--- config.mk ---
export PLATFORM = sky130hd
export DESIGN_NAME = ifetch_unit
export DESIGN_NICKNAME = d
export VERILOG_FILES = /design/src/rtl/ifetch_unit.sv
export SDC_FILE = /design/constraint.sdc
export NUM_CORES = 1
export LEC_CHECK = 0
export CORE_ASPECT_RATIO = 2
export CORE_MARGIN = 2
export CORE_UTILIZATION = 30
export DETAILED_ROUTE_END_ITERATION = 16
export MAX_ROUTING_LAYER = met4
export RECOVER_POWER = 50
export SYNTH_ARGS = -nofsm -noshare
export SYNTH_HDL_FRONTEND = slang
export SYNTH_SLANG_ARGS = --single-unit
--- constraint.sdc ---
create_clock -name clk -period 2.7 [get_ports clk]
set_clock_uncertainty 0.1 [all_clocks]
set_input_delay 0.54 -clock clk [delete_from_list [all_inputs] [get_ports clk]]
set_output_delay 0.54 -clock clk [all_outputs]
set_load 0.02 [all_outputs]
--- src/rtl/ifetch_unit.sv ---
// RV32 instruction-fetch front end: owns the architectural PC, fetches one word
// per PC over a valid/ready memory interface and hands it to decode.
module ifetch_unit #(
  parameter logic [31:0] RESET_PC = 32'h0000_0000
) (
  input  logic        clk,
  input  logic        rst_n,
  output logic        imem_req_valid,
  output logic [31:0] imem_req_addr,
  input  logic        imem_req_ready,
  input  logic        imem_resp_valid,
  input  logic [31:0] imem_resp_data,
  input  logic        imem_resp_err,
  output logic        inst_valid,
  output logic [31:0] inst,
  input  logic        inst_ready,
  output logic [31:0] pc,
  output logic [31:0] pc4,
  input  logic [31:0] npc,
  output logic        fetch_fault,
  output logic [1:0]  fault_cause,
  output logic [31:0] inst_count
);

  localparam logic [2:0] BOOT  = 3'd0;
  localparam logic [2:0] REQ   = 3'd1;
  localparam logic [2:0] WAIT  = 3'd2;
  localparam logic [2:0] HOLD  = 3'd3;
  localparam logic [2:0] FAULT = 3'd4;

  localparam logic [1:0] CAUSE_BUS = 2'd1;
  localparam logic [1:0] CAUSE_MIS = 2'd2;

  logic [2:0] state;

  // All handshake outputs decode straight from state so FAULT silences them.
  assign imem_req_valid = (state == REQ);
  assign imem_req_addr  = pc;
  assign inst_valid     = (state == HOLD);
  assign fetch_fault    = (state == FAULT);
  assign pc4            = pc + 32'd4;

  always_ff @(posedge clk or negedge rst_n) begin
    if (!rst_n) begin
      state       <= BOOT;
      pc          <= RESET_PC;
      inst        <= '0;
      inst_count  <= '0;
      fault_cause <= 2'd0;
    end else begin
      case (state)
        BOOT: state <= REQ;
        REQ:  if (imem_req_ready) state <= WAIT;
        // Responses are only meaningful here; stray ones elsewhere are dropped.
        WAIT: if (imem_resp_valid) begin
          if (imem_resp_err) begin
            fault_cause <= CAUSE_BUS;
            state       <= FAULT;
          end else begin
            inst  <= imem_resp_data;
            state <= HOLD;
          end
        end
        HOLD: if (inst_ready) begin
          inst_count <= inst_count + 32'd1;
          pc         <= npc;
          if (npc[1:0] != 2'b00) begin
            fault_cause <= CAUSE_MIS;
            state       <= FAULT;
          end else begin
            state <= REQ;
          end
        end
        FAULT:   state <= FAULT;
        default: state <= BOOT;
      endcase
    end
  end

endmodule
# Word-level counts from Yosys, hierarchy flattened
# Index checks and enable logic that the tools add are counted.
# op_classes
addsub	2
n_mul	0
n_div	0
magnitude_cmp	0
n_eq_ne	9
n_shift	0
muxes	11
bitwise_logic	1
reduce_logical	7
# ops
operator	n
32-bit by 1-bit adder with 32-bit output, second input constant	1
32-bit by 3-bit adder with 32-bit output, second input constant	1
3-bit two-way mux	5
3-bit case mux with 5 select lines	1
2-bit two-way mux	4
3-bit by 2-bit == test with 1-bit output, second input constant	2
2-bit by 1-bit inequality test with 1-bit output, second input constant	3
3-bit AND reduction	2
5-bit AND reduction	1
2-bit inequality test, second input constant	2
2-bit case mux with 2 select lines	1
2-bit nonzero test	2
3-bit by 1-bit == test with 1-bit output, second input constant	1
3-bit == test, second input constant	1
3-bit zero test	1
2-bit AND reduction	1
1-bit NOT	1
# totals
regBits	101
latch_bits	0
ram_bits	0
romBits	0
input_bits	70
elab_cells	35
mem_count	0

# Longest topological paths before layout
# logic_depth
depth_word	4
depth_mapped	7
depth_no_buf	5

# Worst setup path before layout
# No wires, ideal clock.
# synth_path
path_type	flip-flop to output port
from	register pc[5], in the netlist imem_req_addr[5]
to	output pc4[18]
arrival_time_ps	1854
required_ps	2060
slack_ps	206
stages_incl_launch_ff	5
path_buffers	0
cell_sequence	dfrtp_1 nand3_1 nor4_4 nand4_1 xnor2_1
# synth_via
elab_chain_len	1
# synth_rtl
item	line_no	source
start: declaration	17	output logic [31:0] pc,
start signal: assignment	66	pc <= npc;
32-bit by 3-bit adder with 32-bit output	41	assign pc4 = pc + 32'd4;
end: declaration	18	output logic [31:0] pc4,
# No other way between the ends.

# Worst setup path in the final report
# layout_path
from	register pc[3], in the netlist imem_req_addr[3]
to	output pc4[17]
# The elaborated chain is that of the path after synthesis.

==> results.py <==
metrics = {
    "timing": {
        "rsz0062_at_grt": "yes",
        "max-slew-margin-rel_pct": 0.714,
        "finalSetupViolCount": 0,
        "hold_viol_final": 0,
        "drv_slew": 0,
        "worst_pin_slew_ns": 1.49,
        "setup_tns_ns": 0,
        "period_needed_ns": 2.64,
        "fin_crit_sh_pct": 97.6,
        "layout_setup_ws_ns": 0.0643,
        "fmax_mhz": 379,
    },
    "place": {
        "dp_cells": 917,
        "place.gp.congestion": 0.815,
        "dp_hpwl_um": 11700,
        "pre_cts_ws_ns": -0.00179,
        "portBuffers": 234,
        "dpl_cell_area_sq_mm": 0.00758,
    },
    "grt": {
        "overflow": 0,
        "antenna_found_initial": 0,
        "grt_usage_pct": 17.8,
        "grt_pass1_vias": 4673,
        "grt_pass1_wl_um": 23500,
        "grt_max_degree": 48,
    },
    "status": {
        "status": "finished, final reports clean",
    },
    "layout": {
        "fin_area_sq_mm": 0.00781,
        "fin_nets": 801,
        "seq_area_sq_mm": 0.00253,
        "drive_gt1_share_pct": 16.4,
        "area_delta_synth_final_pct": 57.0,
        "multi_input_comb_area_sq_mm": 0.00209,
        "fill_cells": 1541,
        "fin_cells": 937,
        "diodes": 0,
    },
    "setup_path": {
        "r2r_setup_slack_ns": 0.64,
        "worstReg2RegEnd": "inst_count[3]$_DFFE_PN0P_",
        "endpoint_kind": "output port",
        "cp-start-kind": "flop",
        "rr_worst_depth": 5,
        "required_ns": 2.06,
        "critPathKind": "reg -> out",
        "rr_startpoint": "state[0]$_DFFE_PN0P_",
        "critPathMaxFanout": 5,
        "cp.arrival_ns": 2.00,
    },
    "yosys": {
        "syn-cell-area_sq_mm": 0.00497,
        "yosys_warnings": 0,
        "ys.flop_type": "dfrtp_1",
        "synth-async-reset-ratio_pct": 100,
        "synth-edff-count": 0,
        "synth_area_per_cell_sq_um": 10.2,
        "synth-seq-cells": 101,
        "synthCells": 486,
        "synthesis.nets": 558,
        "yosysUniqueCellTypes": 35,
        "yosysSeqAreaShare_pct": 50.8,
    },
    "floorplanning": {
        "core_area_sq_mm": 0.0163,
        "start_util_pct": 30.6,
        "die_h_um": 186,
        "pin_count": 235,
        "std_cell_rows": 66,
        "dieArea_sq_mm": 0.0177,
        "die_w_um": 95.0,
    },
    "hold_path": {
        "worstHoldEndpoint": "inst_count[3]$_DFFE_PN0P_",
        "hold_path_class": "reg -> reg",
        "worstHoldPathCells": 1,
        "hold_path.startpoint": "inst_count[3]$_DFFE_PN0P_",
    },
    "cts": {
        "clkSinkCount": 101,
        "root_buffer": "clkbuf_16",
        "cts_max_level": 3,
        "clk_pin_slew_ns": 0.08,
        "cts_inserted_buffers": 9,
        "clockBufferDepth": 2,
        "cts_tree": "done",
        "clock_latency_ns": 0.34,
    },
    "drt": {
        "wl_per_cell_um": 15.9,
        "viasPerCell": 4.71,
        "drtPass1Iterations": 4,
        "drtIter0Drc": 105,
        "dr_total_vias": 4410,
        "drt-total-wl_um": 14900,
        "drc": 0,
        "drtAntennaViolNets": 0,
    },
    "power": {
        "leakage_uw": 0.00345,
        "vdd_ir_drop_max_mv": 0.554,
        "powerDensity_mw_per_mm2": 1110,
    },
    "job": {
        "maxCapViolations": 0,
    },
}
-- state kept, by name, summed over array words and instances, names as in the netlist --
register,count
fault_cause,2
imem_req_addr,32
inst,32
inst_count,32
state,3
-- how the worst max path moves through the flow --
stage / start / endpoint / slack (ns)
floorplan: imem_req_addr[5]$_DFFE_PN0P_ / pc4[18] / 0.21
global placement: imem_req_addr[8]$_DFFE_PN0P_ / pc4[13] / 0.04
detailed placement: imem_req_addr[10]$_DFFE_PN0P_ / pc4[22] / -0.002
CTS: imem_req_addr[5]$_DFFE_PN0P_ / pc4[22] / -0.02
global route: imem_req_addr[10]$_DFFE_PN0P_ / pc4[25] / -0.06
finish: imem_req_addr[3]$_DFFE_PN0P_ / pc4[17] / 0.06
-- final cells by class --
class                   count  area share (%)
clock inverters             5           0.561
clock buffers              10            3.06
well taps                 204            3.27
flip-flops and latches    101            32.4
multi-input cells         327            26.7
repair buffers            281            33.5
inverters                   9           0.433
-- per-layer routing --
layer | track usage [%] | vias to the layer above | wire length, um
li1 | - | 2085 | -
met1 | 17.8 | 2146 | 5330
met2 | 33.3 | 155 | 8500
met3 | 2.91 | 24 | 634
met4 | 7.19 | 0 | 437
met5 | - | - | 0
-- where the power goes --
group	internal [uW]	switching [uW]	total [uW]
Combinational	2400	2560	4960
Sequential	2040	398	2440
Clock	657	584	1240
Total	5100	3540	8640
-- cells in the final DEF, fill, tap and decap left out, drive strengths merged, types with 2 or more instances in the layout --
cell	count
ha	2
clkdlybuf4s50	206
buf	52
xnor2	50
dlygate4sd3	3
mux2	33
nand2	114
nor3	9
dfrtp	101
xor2	9
nor2	14
nand3	29
a21oi	3
nand4	23
and3	10
clkinvlp	2
nand2b	2
inv	11
and2	4
o21ai	4
dlygate4sd2	6
and4	3
a22oi	2
nor3b	2
clkbuf	24
nor4	6
-- logic make-up (layout without fill, tap and decap cells) --
logic type	after synthesis	after routing	synth area share, %
adders and majority gates	2	2	0.503
xor gates and xnor gates	59	59	10.4
and+or+nand+nor	219	219	21.8
muxes	34	34	7.67
DFF	101	101	50.8
AOI/OAI and AO/OA	13	13	1.56
buffers and inverters	58	305	7.30
-- synthesized netlist by cell type, drive strengths merged (4+ instances only) --
master / instances / area share [%]
nor2: 14 / 1.1
clkbuf: 5 / 0.38
xor2: 9 / 1.6
nand4: 23 / 2.9
o21ai: 4 / 0.40
xnor2: 50 / 8.8
and2: 4 / 0.50
nor3: 9 / 0.91
buf: 44 / 6.2
inv: 9 / 0.68
nor4: 6 / 1.8
and3: 10 / 1.3
mux2: 33 / 7.5
dfrtp: 101 / 51
nand3: 29 / 2.9
nand2: 114 / 8.6
-- timing repair --
action | in CTS | in global routing
hold buffers | 1 | 0
resized for setup | 58 | 42
endpoints found under the setup margin | 25 | 22
pin swaps | 1 | 2
buffers inserted | 1 | 3
hold endpoints to repair | 1 | 0
-- through the flow --
stage / power, uW / utilization, % / hold WS [ns]
2_1_floorplan: 5120 / - / 0.144
5_1_grt: 9150 / 48.0 / 0.420
4_1_cts: 8780 / 48.3 / 0.401
3_5_place_dp: 7620 / 46.6 / 0.376
6_report: 8640 / 48.0 / 0.396
3_3_place_gp: 7550 / 46.6 / 0.368
-- critical path, stage by stage (launching register included) --
cell	delay, ns
dfrtp_1	0.40
nand3_2	0.10
buf_4	0.15
nor4_4	0.29
buf_6	0.17
buf_4	0.12
nand3_2	0.11
xnor2_2	0.15
buf_4	0.16
(Power assumes the default switching activity.)
